## src/rtl/div_sequencer_if.sv

```systemverilog
// Handshake/bus bundle between the execute stage (master) and the
// multi-cycle divide/remainder sequencer (slave).
interface div_sequencer_if #(
    parameter int XLEN = 32
);
    logic            start;
    logic [5:0]      op;
    logic [XLEN-1:0] a;
    logic [XLEN-1:0] b;
    logic            flush;
    logic            busy;
    logic            stall;
    logic            done;
    logic [XLEN-1:0] result;

    modport master (
        output start, op, a, b, flush,
        input  busy, stall, done, result
    );

    modport slave (
        input  start, op, a, b, flush,
        output busy, stall, done, result
    );
endinterface

```

## src/rtl/div_sequencer.sv

```systemverilog
// Radix-2 restoring divider controller for DIV/DIVU/REM/REMU: one quotient
// bit per cycle on operand magnitudes, sign fix-up when the result is registered.
module div_sequencer #(
    parameter int              XLEN        = 32,
    parameter logic [XLEN-1:0] DIV0_RESULT = 32'h8000_0000
) (
    input  logic             clk,
    input  logic             rst_n,
    div_sequencer_if.slave   bus
);

    localparam int         CNT_W   = (XLEN > 1) ? $clog2(XLEN) : 1;
    localparam logic [5:0] OP_DIV  = 6'b001010;
    localparam logic [5:0] OP_DIVU = 6'b001011;
    localparam logic [5:0] OP_REM  = 6'b001100;
    localparam logic [5:0] OP_REMU = 6'b001101;

    typedef enum logic [1:0] {
        S_IDLE = 2'd0,
        S_RUN  = 2'd1,
        S_DONE = 2'd2
    } state_t;

    state_t            state_q, state_d;
    logic              is_rem_q, is_rem_d;
    logic              neg_quo_q, neg_quo_d;
    logic              neg_rem_q, neg_rem_d;
    logic [XLEN-1:0]   quo_q, quo_d;
    logic [XLEN-1:0]   rem_q, rem_d;
    logic [XLEN-1:0]   dvsr_q, dvsr_d;
    logic [CNT_W-1:0]  cnt_q, cnt_d;
    logic              done_q, done_d;
    logic [XLEN-1:0]   result_q, result_d;

    logic              op_valid_s;
    logic              op_signed_s;
    logic              op_rem_s;
    logic [XLEN-1:0]   a_mag_s;
    logic [XLEN-1:0]   b_mag_s;
    logic [XLEN:0]     rem_shift_s;
    logic [XLEN:0]     diff_s;
    logic [XLEN-1:0]   quo_next_s;
    logic [XLEN-1:0]   rem_next_s;

    function automatic logic [XLEN-1:0] negate(input logic [XLEN-1:0] v);
        return (~v) + {{(XLEN-1){1'b0}}, 1'b1};
    endfunction

    // Decode the op code into valid/signed/remainder flags
    always_comb begin
        op_valid_s  = 1'b0;
        op_signed_s = 1'b0;
        op_rem_s    = 1'b0;
        case (bus.op)
            OP_DIV:  begin op_valid_s = 1'b1; op_signed_s = 1'b1; end
            OP_DIVU: begin op_valid_s = 1'b1; end
            OP_REM:  begin op_valid_s = 1'b1; op_signed_s = 1'b1; op_rem_s = 1'b1; end
            OP_REMU: begin op_valid_s = 1'b1; op_rem_s = 1'b1; end
            default: begin op_valid_s = 1'b0; end
        endcase
    end

    // Operand magnitudes and one restoring-division step; the extra MSB of
    // the trial difference is the borrow that decides whether to restore
    always_comb begin
        a_mag_s     = (op_signed_s && bus.a[XLEN-1]) ? negate(bus.a) : bus.a;
        b_mag_s     = (op_signed_s && bus.b[XLEN-1]) ? negate(bus.b) : bus.b;
        rem_shift_s = {rem_q, quo_q[XLEN-1]};
        diff_s      = rem_shift_s - {1'b0, dvsr_q};
        if (!diff_s[XLEN]) begin
            rem_next_s = diff_s[XLEN-1:0];
            quo_next_s = {quo_q[XLEN-2:0], 1'b1};
        end else begin
            rem_next_s = rem_shift_s[XLEN-1:0];
            quo_next_s = {quo_q[XLEN-2:0], 1'b0};
        end
    end

    // Next-state logic for the controller and datapath registers
    always_comb begin
        state_d   = state_q;
        is_rem_d  = is_rem_q;
        neg_quo_d = neg_quo_q;
        neg_rem_d = neg_rem_q;
        quo_d     = quo_q;
        rem_d     = rem_q;
        dvsr_d    = dvsr_q;
        cnt_d     = cnt_q;
        done_d    = 1'b0;
        result_d  = result_q;
        case (state_q)
            S_IDLE: begin
                if (bus.start && op_valid_s && !bus.flush) begin
                    is_rem_d  = op_rem_s;
                    neg_quo_d = op_signed_s & (bus.a[XLEN-1] ^ bus.b[XLEN-1]);
                    neg_rem_d = op_signed_s & bus.a[XLEN-1];
                    quo_d     = a_mag_s;
                    dvsr_d    = b_mag_s;
                    rem_d     = {XLEN{1'b0}};
                    cnt_d     = CNT_W'(XLEN - 1);
                    if (bus.b == {XLEN{1'b0}}) begin
                        state_d  = S_DONE;
                        done_d   = 1'b1;
                        result_d = DIV0_RESULT;
                    end else begin
                        state_d  = S_RUN;
                    end
                end else begin
                    state_d = S_IDLE;
                end
            end
            S_RUN: begin
                if (bus.flush) begin
                    state_d = S_IDLE;
                end else begin
                    quo_d = quo_next_s;
                    rem_d = rem_next_s;
                    if (cnt_q == {CNT_W{1'b0}}) begin
                        state_d = S_DONE;
                        done_d  = 1'b1;
                        if (is_rem_q) begin
                            result_d = neg_rem_q ? negate(rem_next_s) : rem_next_s;
                        end else begin
                            result_d = neg_quo_q ? negate(quo_next_s) : quo_next_s;
                        end
                    end else begin
                        cnt_d = cnt_q - {{(CNT_W-1){1'b0}}, 1'b1};
                    end
                end
            end
            S_DONE: begin
                state_d = S_IDLE;
            end
            default: begin
                state_d = S_IDLE;
            end
        endcase
    end

    // State registers with synchronous active-low reset
    always_ff @(posedge clk) begin
        if (!rst_n) begin
            state_q   <= S_IDLE;
            is_rem_q  <= 1'b0;
            neg_quo_q <= 1'b0;
            neg_rem_q <= 1'b0;
            quo_q     <= {XLEN{1'b0}};
            rem_q     <= {XLEN{1'b0}};
            dvsr_q    <= {XLEN{1'b0}};
            cnt_q     <= {CNT_W{1'b0}};
            done_q    <= 1'b0;
            result_q  <= {XLEN{1'b0}};
        end else begin
            state_q   <= state_d;
            is_rem_q  <= is_rem_d;
            neg_quo_q <= neg_quo_d;
            neg_rem_q <= neg_rem_d;
            quo_q     <= quo_d;
            rem_q     <= rem_d;
            dvsr_q    <= dvsr_d;
            cnt_q     <= cnt_d;
            done_q    <= done_d;
            result_q  <= result_d;
        end
    end

    assign bus.busy   = (state_q != S_IDLE);
    assign bus.done   = done_q;
    assign bus.result = result_q;
    assign bus.stall  = ((state_q == S_IDLE) && bus.start && op_valid_s) || (state_q == S_RUN);

endmodule

```

## src/flat_wrapper.sv

```systemverilog
// flat-port wrapper written by rule: the top's interface ports become plain ports
module div_sequencer_flat 
#(
    parameter int              XLEN        = 32,
    parameter logic [XLEN-1:0] DIV0_RESULT = 32'h8000_0000
)
  (clk, rst_n, bus_start, bus_op, bus_a, bus_b, bus_flush, bus_busy, bus_stall, bus_done, bus_result);
  div_sequencer_if #(.XLEN(XLEN)) bus_i ();
  input  logic clk;
  input  logic rst_n;
  input wire logic [$bits(bus_i.start)-1:0] bus_start;
  input wire logic [$bits(bus_i.op)-1:0] bus_op;
  input wire logic [$bits(bus_i.a)-1:0] bus_a;
  input wire logic [$bits(bus_i.b)-1:0] bus_b;
  input wire logic [$bits(bus_i.flush)-1:0] bus_flush;
  output wire logic [$bits(bus_i.busy)-1:0] bus_busy;
  output wire logic [$bits(bus_i.stall)-1:0] bus_stall;
  output wire logic [$bits(bus_i.done)-1:0] bus_done;
  output wire logic [$bits(bus_i.result)-1:0] bus_result;
  assign bus_i.start = bus_start;
  assign bus_i.op = bus_op;
  assign bus_i.a = bus_a;
  assign bus_i.b = bus_b;
  assign bus_i.flush = bus_flush;
  assign bus_busy = bus_i.busy;
  assign bus_stall = bus_i.stall;
  assign bus_done = bus_i.done;
  assign bus_result = bus_i.result;
  div_sequencer #(.XLEN(XLEN), .DIV0_RESULT(DIV0_RESULT)) u_core (.clk(clk), .rst_n(rst_n), .bus(bus_i));
endmodule
```

## config.mk

```make
export PLATFORM = sky130hd
export DESIGN_NAME = div_sequencer_flat
export DESIGN_NICKNAME = d
export VERILOG_FILES = /design/src/rtl/div_sequencer_if.sv /design/src/rtl/div_sequencer.sv /design/src/flat_wrapper.sv
export SDC_FILE = /design/constraint.sdc
export NUM_CORES = 1
export LEC_CHECK = 0
export BUFFER_PORTS_ARGS = -buffer_cell sky130_fd_sc_hd__buf_2
export CAP_MARGIN = 20
export CORE_UTILIZATION = 55
export DETAILED_ROUTE_END_ITERATION = 10
export PLACE_DENSITY = 0.75
export SETUP_SLACK_MARGIN = 0.5
export SYNTH_ARGS = -nofsm -noshare
export SYNTH_HDL_FRONTEND = slang
export SYNTH_SLANG_ARGS = --single-unit
```

## constraint.sdc

```tcl
create_clock -name clk -period 7.65 [get_ports clk]
set_input_delay 0 -clock clk [delete_from_list [all_inputs] [get_ports clk]]
set_output_delay 0 -clock clk [all_outputs]
set_load 0.02 [all_outputs]
```

After elaboration in Yosys (flattened, before gate mapping):

Cells that the tools add are included.

* add/sub/neg operators: 6
* equal/unequal tests: 11
* muxes and demuxes: 35
* bitwise logic cells: 7
* reduce and logical (&&, ||, !) cells: 20

Operator list (count)
* $mux 32: 14
* $pmux 32 s2: 3
* $add 32x1->32 const B: 4
* $not 32->32: 4
* $sub 33x32->33: 1
* $logic_not 32->1: 1
* $eq 6x4->1 const B: 4
* $mux 5: 3
* $pmux 5 s2: 1
* $mux 1: 8
* $mux 2: 4
* $logic_and 1x1->1: 6
* $ne 2x1->1 const B: 3
* $logic_not 5->1: 1
* $reduce_and 5->1: 1
* $sub 5x1->5 const B: 1
* $ne 2x2->1 const B: 2
* $pmux 2 s2: 1
* $reduce_and 4->1: 1
* $reduce_bool 2->1: 2
* $reduce_or 2->1: 2
* $reduce_or 4->1: 1
* $ne 3x2->1 const B: 1
* $reduce_and 3->1: 1
* other kinds (8): 9

* bits in registers: 139
* bits of input ports: 74
* output and inout port bits: 35
* logic and storage cells: 89

Logic depth before layout (Yosys ltp):

Gate-level depths: netlist of the first run.

* depth in word-level cells: 9
* gate-level depth with buffers: 23
* gate-level depth less buffers: 20

Least setup slack after synthesis of the first run:

No wires, ideal clock.

* kind: flip-flop to flip-flop
* start point: register u_core.quo_q[31]
* end point: register u_core.result_q[24] (netlist: u_core.bus.result[24])
* setup time: 0.124 ns
* arrival time: 4.100 ns
* data required time: 7.526 ns
* slack: 3.426 ns
* stages on the path, launching flop included: 23
* path buffers: 3
* period minus slack after synthesis: 4.224 ns
* path through: dfxtp_1 > inv_1 > ha_1 > fa_1 > nand2b_1 > a21oi_2 > o211ai_2 > a21oi_2 > o21a_4 > nor2_8 > inv_4 > buf_2 > buf_2 > buf_2 > o21ai_0 > inv_1 > ha_1 > nand2_1 > nor3b_1 > a21oi_1 > or4_1 > a21oi_1 > o31ai_1

* longest elaborated chain between the ends: 9
* elaborated cells on any way between the ends: 13
* those cells by class: 3 x add/sub; 8 x mux; 2 x bitwise

RTL lines
* from (decl): RTL line div_sequencer.sv:28 `logic [XLEN-1:0] quo_q, quo_d;`
* from (signal assigned): RTL line div_sequencer.sv:147 `quo_q <= {XLEN{1'b0}};`
* from (signal assigned): RTL line div_sequencer.sv:158 `quo_q <= quo_d;`
* $sub 33x32->33: RTL line div_sequencer.sv:69 `diff_s = rem_shift_s - {1'b0, dvsr_q};`
* $mux 1 or $mux 32 (tied branches): RTL line div_sequencer.sv:70 `if (!diff_s[XLEN]) begin`
* $not 32->32: RTL line div_sequencer.sv:46 `return (~v) + {{(XLEN-1){1'b0}}, 1'b1};`
* $add 32x1->32: RTL line div_sequencer.sv:46
* $mux 32 (on tied branches): RTL line div_sequencer.sv:124, div_sequencer.sv:122
* $mux 32 (*): RTL line div_sequencer.sv:121 `if (is_rem_q) begin`
* $mux 32 (*): RTL line div_sequencer.sv:118 `if (cnt_q == {CNT_W{1'b0}}) begin`
* $mux 32 (*): RTL line div_sequencer.sv:113 `if (bus.flush) begin`
* $pmux 32 s2 (*): RTL line div_sequencer.sv:91 `case (state_q)`
* to (signal assigned): RTL line div_sequencer.sv:152 `result_q <= {XLEN{1'b0}};`
* to (signal assigned): RTL line div_sequencer.sv:163 `result_q <= result_d;`
* to (decl): RTL line div_sequencer.sv:33 `logic [XLEN-1:0] result_q, result_d;`

Mark *: on every way between the ends. The rest lies on a longest branch, timed or not. The select of a mux whose other input is x is not followed.
A chain may end at the register's enable or synchronous reset.

Final worst setup path of the first run:

* start point: register u_core.rem_q[8]
* end point: register u_core.result_q[24] (netlist: u_core.bus.result[24])

* longest elaborated chain between the ends: 9
* elaborated cells on any way between the ends: 13
* those cells by class: 3 x add/sub; 8 x mux; 2 x bitwise

RTL lines
* from (decl): RTL line div_sequencer.sv:29 `logic [XLEN-1:0] rem_q, rem_d;`
* from (signal assigned): RTL line div_sequencer.sv:148 `rem_q <= {XLEN{1'b0}};`
* from (signal assigned): RTL line div_sequencer.sv:159 `rem_q <= rem_d;`
* $sub 33x32->33: RTL line div_sequencer.sv:69
* $mux 1 or $mux 32 (tied branches): RTL line div_sequencer.sv:70
* $not 32->32: RTL line div_sequencer.sv:46
* $add 32x1->32: RTL line div_sequencer.sv:46
* $mux 32 (on tied branches): RTL line div_sequencer.sv:124, div_sequencer.sv:122
* $mux 32 (*): RTL line div_sequencer.sv:121
* $mux 32 (*): RTL line div_sequencer.sv:118
* $mux 32 (*): RTL line div_sequencer.sv:113
* $pmux 32 s2 (*): RTL line div_sequencer.sv:91

Marked as above.

==> results of run 1 <==
[cell usage after synthesis, types with 10 or more instances]
| library cell | number | area share [%] |
|---|---|---|
| or3_1 | 15 | 0.83 |
| nor2b_1 | 51 | 2.8 |
| xnor2_1 | 84 | 6.5 |
| a21boi_0 | 10 | 0.67 |
| a211oi_1 | 35 | 2.3 |
| nand4_1 | 13 | 0.72 |
| o41ai_1 | 14 | 1.1 |
| mux2i_1 | 16 | 1.4 |
| nand2_1 | 156 | 5.2 |
| a22oi_1 | 35 | 2.3 |
| o31ai_1 | 26 | 1.7 |
| xor2_1 | 51 | 4.0 |
| nor3_1 | 33 | 1.5 |
| nor4_1 | 17 | 0.94 |
| o211a_1 | 30 | 2.7 |
| dfxtp_1 | 139 | 25 |
| nand3_1 | 23 | 1.0 |
| o21ai_0 | 112 | 5.0 |
| a21oi_1 | 111 | 4.9 |
| ha_1 | 37 | 4.1 |
| nor2_1 | 111 | 3.7 |
| inv_1 | 64 | 2.1 |
| a31oi_1 | 19 | 1.1 |
| buf_2 | 18 | 0.80 |
| clkbuf_1 | 57 | 1.9 |
| and2_1 | 33 | 1.8 |
[power by group through the flow]
stage / combinational, mW / clock, mW / sequential (mW)
6_report: 0.543 / 0.839 / 0.733
5_1_grt: 0.587 / 0.870 / 0.734
4_1_cts: 0.529 / 0.835 / 0.733
3_5_place_dp: 0.518 / 0 / 0.750
3_3_place_gp: 0.511 / 0 / 0.749
2_1_floorplan: 0.389 / 0 / 0.748
[cell families (layout without fill, tap and decap cells)]
group	count (synthesis)	count (layout)	share of synthesized area, %
adder cells (fa/ha/maj)	38	38	4.28
buffers and inverters	157	237	6.30
AO/OA/AOI/OAI	486	486	29.4
XOR/XNOR	135	135	10.5
other	0	1	0
AND/OR/NAND/NOR	514	514	22.9
flip-flops	139	139	24.7
multiplexers	21	21	1.94
[cell type report]
type	count	share of cell area, %
multi-input cells	1194	61.9
clock buffers	19	3.59
well taps	270	2.68
inverters	66	1.99
flip-flops and latches	139	22.1
diodes	1	0.0199
clock inverters	13	1.03
repair buffers	139	6.72
[worst min path at each step]
| stage | to | slack [ns] | cells after the start |
|---|---|---|---|
| 2_1_floorplan | u_core.dvsr_q[0]$_SDFFE_PN0P_ | 0.14 | 2 |
| 3_3_place_gp | u_core.dvsr_q[0]$_SDFFE_PN0P_ | 0.35 | 3 |
| 3_5_place_dp | u_core.dvsr_q[31]$_SDFFE_PN0P_ | 0.36 | 3 |
| 4_1_cts | u_core.dvsr_q[30]$_SDFFE_PN0P_ | 0.006 | 4 |
| 5_1_grt | u_core.dvsr_q[11]$_SDFFE_PN0P_ | 0.03 | 4 |
| 6_report | u_core.dvsr_q[30]$_SDFFE_PN0P_ | 0.008 | 4 |
[per-layer routing]
layer,share of wire (%),up-vias,GRT usage (%)
met2,46,477,51.2
li1,-,5536,-
met5,0,-,0
met4,2.5,0,10.8
met3,7.2,72,5.28
met1,44,5428,43.0
[stage by stage]
stage	std cells	instance area (um2)	utilization, %
floorplan	1490	11300	-
global placement	1786	11800	58.4
detailed placement	1786	11800	58.4
CTS	1838	12600	62.3
global route	1840	12600	62.5
finish	1841	12600	62.5
[state kept, by name, summed over array words and instances (netlist names)]
signal             flops
u_core.bus.result     32
u_core.dvsr_q         32
u_core.quo_q          32
u_core.rem_q          32
u_core.cnt_q           5
u_core.state_q         2
u_core.bus.done        1
u_core.is_rem_q        1
u_core.neg_quo_q       1
u_core.neg_rem_q       1
[worst reg2reg max path, delay by kind of cell, from the launching register on]
kind / cells / cell delay, ns
and+or+nand+nor: 5 / 1.70
AOI/OAI and AO/OA: 8 / 1.68
adders and majority gates: 2 / 0.63
buffers and inverters: 2 / 0.59
DFF: 1 / 0.44
==> impl_metrics.toml, run 1 <==
[status]
status = "finished, final reports clean"

[sta]
relSlewSlack_pct = 34.5
clock_skew_ns = 0.0102
slew_viol_final = 0
hold_violations = 0
worst_slack_ns = 2.49
rsz0062_at_grt = "false"
period_minus_slack_ns = 5.16
timing.fmax_ghz = 0.194
finalSetupTns_ns = 0
finalCritPeriodShare_pct = 67.5
worstMarginPinSlew_ns = 0.983
holdWs_ns = 0.00808
setup_violations = 0

[floorplan]
io_pins = 109
coreArea_mm2 = 0.0202
die_area_mm2 = 0.0211
start_util_pct = 56.0
die_height_um = 145
chipWidth_um = 145
fp-row-count = 52

[power]
switchingPower_mw = 0.723
p_per_area_mw_per_mm2 = 168
switching_share_pct = 34.2
clkPwrFrac_pct = 39.7
pwr-share-comb_pct = 25.7
intPower_mw = 1.39
power_leakage_nw = 5.27
p_total_mw = 2.12
vdd_drop_max_mv = 0.174
seqPwrFrac_pct = 34.7

[logic_synthesis]
synth-async-reset-ratio_pct = 0
synth_edf_count = 0
synth_cells = 1490
synthFlopType = "dfxtp_1"
synth_cell_types = 89
ys_seq_area_share_pct = 24.7
synth.avg_cell_area_um2 = 7.57
synthesis.area_mm2 = 0.0113
synth_nets = 1602
synth_warnings = 0
synth.ff_latch_count = 139

[clock_network]
post-cts-setup-buffers = 0
cts.clk_slew.worst_paths_ns = 0.06
cts_buffers = 17
clock_latency_ns = 0.44
ctsHoldBuffers = 20
cts_root_buf = "clkbuf_16"
cts_num_sinks = 139
clockBufferDepth = 2
cts_htree_levels = 4
cts_tree = "done"
ctsResizeCount = 0

[hold_path]
hp-start = "bus_b[30]"
hp-class = "primary input to flop"

[setup_path]
cp_data_required_time_ns = 7.96
slowest_stage = "or4_1"
path_depth = 17
cpPeakStageDelay_ns = 0.58
r2r_setup_slack_ns = 2.49
setup.worst_path.end = "u_core.bus.result[24]$_SDFFE_PN0P_"
critPathBufInv = 2
r2r-start = "u_core.rem_q[8]$_SDFFE_PN0P_"
path_cells = "ha_1, a21oi_1, o21ai_2, a221oi_4, a21oi_2, nor3_4, nor2_8, inv_4, o21ai_0, inv_1, ha_1, nand3_1, nor2_1, a21oi_1, or4_1, a21oi_1, o31ai_1"
crit_path_frequent_cell = "a21oi_1"
r2r_cells = 17
start_kind = "flop"
crit_family = "simple AND/OR/NAND/NOR gates"
worst_r2r_endpoint = "u_core.bus.result[24]$_SDFFE_PN0P_"
startpoint = "u_core.rem_q[8]$_SDFFE_PN0P_"
arrival_ns = 5.47
path_max_fanout = 53
critPathKind = "flop to flop"
end_kind = "flop"

[grt]
grt_max_degree = 97
grt_usage_pct = 31.8
antenna_found_initial = 1
grt_pass1_wl_um = 54200
grt_pass1_vias = 10600
grt_overflow = 0

[route]
drtPass1Iterations = 6
dr_total_vias = 11500
wl_per_cell_um = 18.4
vias_per_cell = 6.25
wirelength_um = 33900
antenna_left = 0
drc = 0
drtIter0Drc = 994

[final_layout]
drive_above_1_share_pct = 12.5
mostFrequentLayoutCells = "nand2_1, dfxtp_1, o21ai_0"
n_fill_cell = 1837
nets = 1669
multi_input_area_mm2 = 0.00780
ff_latch_area_mm2 = 0.00278
final_common_cell = "nand2_1"
area_delta_synth_final_pct = 11.7

[job]
drv_cap = 0

[place]
port-buffer-count = 108
place_ws_ns = 2.66
gp_congestion = 0.937
post-dp-hpwl_um = 24900
Note: power is estimated with default switching activity, not from simulation.
==> run 2: changes to the inputs <==
--- a/config.mk
+++ b/config.mk
@@ -9,7 +9,7 @@
 export CAP_MARGIN = 20
 export CORE_UTILIZATION = 55
 export DETAILED_ROUTE_END_ITERATION = 10
-export PLACE_DENSITY = 0.75
+export PLACE_DENSITY = 0.78
 export SETUP_SLACK_MARGIN = 0.5
 export SYNTH_ARGS = -nofsm -noshare
 export SYNTH_HDL_FRONTEND = slang
==> constraint.sdc (replaced) <==
create_clock -name clk -period 4.1 [get_ports clk]
set_input_delay 0 -clock clk [delete_from_list [all_inputs] [get_ports clk]]
set_output_delay 0 -clock clk [all_outputs]
set_load 0.02 [all_outputs]
==> run 2 against run 1 <==
  * Clock power grew 78%
  * Count of clock-buffer cells in the layout is 2 lower
  * Largest cell class unchanged
  * Highest routed layer unchanged
  * Combinational power rose to 2.6 times the previous value
  * Critical path type unchanged
  * Non-clock buffer count grew 59
==> impl_metrics.toml, run 2 (same netlist as run 1, synthesis figures left out) <==
[status]
status = "finished, final reports clean"

[grt]
grt_pass1_vias = 10500
grt_usage_pct = 32.8
antenna_found_initial = 0
grt_max_degree = 69
grt_overflow = 0
grt_pass1_wl_um = 55300

[power]
switching_share_pct = 35.8
power_leakage_nw = 5.75
clkPwrFrac_pct = 34.9
pwr-share-comb_pct = 33.0
seqPwrFrac_pct = 32.1
switchingPower_mw = 1.53
vdd_drop_max_mv = 0.247
p_total_mw = 4.27
p_per_area_mw_per_mm2 = 307
intPower_mw = 2.74

[floorplan]
io_pins = 109
fp-row-count = 52
coreArea_mm2 = 0.0202
start_util_pct = 56.0
chipWidth_um = 145
die_area_mm2 = 0.0211
die_height_um = 145

[setup_path]
critPathKind = "flop to flop"
cpPeakStageDelay_ns = 0.47
critPathBufInv = 1
cp_data_required_time_ns = 4.48
start_kind = "flop"
arrival_ns = 4.12
end_kind = "flop"
slowest_stage = "or4b_1"
crit_family = "compound AO/OA/AOI/OAI gates"
path_max_fanout = 4
path_cells = "inv_2, ha_4, fa_2, nand2b_4, a21oi_4, o2111ai_4, a311oi_4, a31oi_2, xnor2_2, or3_4, a2bb2oi_4, or4b_1, mux2i_1, o31a_1"

[sta]
clock_skew_ns = 0.0141
timing.fmax_ghz = 0.267
period_minus_slack_ns = 3.74
setup_violations = 0
slew_viol_final = 0
relSlewSlack_pct = 42.7
worst_slack_ns = 0.358
worstMarginPinSlew_ns = 0.860
holdWs_ns = 0.0115
finalSetupTns_ns = 0
rsz0062_at_grt = "true"
hold_violations = 0
finalCritPeriodShare_pct = 91.3

[clock_network]
cts_num_sinks = 139
cts.clk_slew.worst_paths_ns = 0.06
cts_buffers = 17
cts_htree_levels = 4
clock_latency_ns = 0.44
cts_root_buf = "clkbuf_16"
cts_tree = "done"
clockBufferDepth = 2

[route]
wl_met3_um = 2700
wirelength_um = 35900
drc = 0
wl_met2_um = 16600
dr_total_vias = 11800
top_layer_used = "met4"
wl_per_cell_um = 18.9
m1WireLength_um = 15700
drtPass1Iterations = 6
drtIter0Drc = 1129
antenna_left = 0
vias_per_cell = 6.21

[final_layout]
fin_area_mm2 = 0.0139
n_fill_cell = 1655
final_common_cell = "nand2_1"
antenna_cells = 0
nets = 1729
finalCoreUtilization_pct = 68.8
mostFrequentLayoutCells = "nand2_1, dfxtp_1, nor2_1"
drive_above_1_share_pct = 22.9
final_cells = 1900
area_delta_synth_final_pct = 23.0

[place]
gp_congestion = 0.948
dp_cells = 1814
place_ws_ns = 0.108
port-buffer-count = 108
place_area_mm2 = 0.0121
post-dp-hpwl_um = 25400

[hold_path]
hp-class = "primary input to flop"

[job]
drv_cap = 0
==> run 2: cell count changes in the layout (fill, tap and decap cells not counted), moves of 9 or more <==
cell / change
ha_4: +11
a21oi_1: -17
o21ai_0: -12
dfxtp_1: -18
ha_2: +10
a21oi_2: +9
buf_4: +53
dfxtp_2: +16
ha_1: -21
==> run 2: layout make-up <==
cell class / instances / area, um2 / area share (%)
multi-input combinational: 1194 / 8580 / 61.8
sequential: 139 / 2810 / 20.2
timing repair buffer: 198 / 1340 / 9.66
clock buffer: 17 / 425 / 3.06
tap: 270 / 338 / 2.43
inverter: 66 / 255 / 1.84
clock inverter: 15 / 130 / 0.937
timing repair inverter: 1 / 6.26 / 0.0451
==> run 2: metal layers <==
| layer | global-route usage, % | vias up |
|---|---|---|
| met5 | 0 | - |
| met1 | 43.6 | 5590 |
| met3 | 7.14 | 78 |
| met2 | 52.3 | 483 |
| li1 | - | 5642 |
| met4 | 11.3 | 0 |
==> run 2: final timing paths <==
check                           slack, ns                                 end  cells after the start                      startpoint
worst min-delay path                 0.01       u_core.dvsr_q[2]$_SDFFE_PN0P_                      4                        bus_b[2]
worst min register to register       0.47      u_core.dvsr_q[31]$_SDFFE_PN0P_                      2  u_core.dvsr_q[31]$_SDFFE_PN0P_
worst max-delay path                 0.36  u_core.bus.result[31]$_SDFFE_PN0P_                     14   u_core.quo_q[31]$_SDFFE_PN0P_
worst max register to register       0.36  u_core.bus.result[31]$_SDFFE_PN0P_                     14   u_core.quo_q[31]$_SDFFE_PN0P_
==> run 2: power groups by stage <==
stage	clock (mW)	combinational, mW	sequential (mW)
after floorplan	0	0.758	1.40
after global placement	0	1.04	1.40
after detailed placement	0	1.05	1.40
after CTS	1.50	1.17	1.37
after global routing	1.56	1.49	1.37
final	1.49	1.41	1.37
==> run 2: timing repair <==
| action | CTS | global route |
|---|---|---|
| endpoints found under the hold margin | 20 | 0 |
| buffers inserted | 17 | 14 |
| resized for setup | 44 | 116 |
| pin swaps | 19 | 43 |
| cloned | 1 | 0 |
| endpoints found under the setup margin | 19 | 29 |
| hold buffers | 21 | 0 |
==> run 2: worst reg2reg max path, delay by kind of cell, from the launching register on <==
family	cells	cell delay, ns
AO/OA/AOI/OAI	6	1.34
AND/OR/NAND/NOR	3	1.07
adder cells (fa/ha/maj)	2	0.50
flip-flops	1	0.35
XOR/XNOR	1	0.20
multiplexers	1	0.19
buffers and inverters	1	0.04
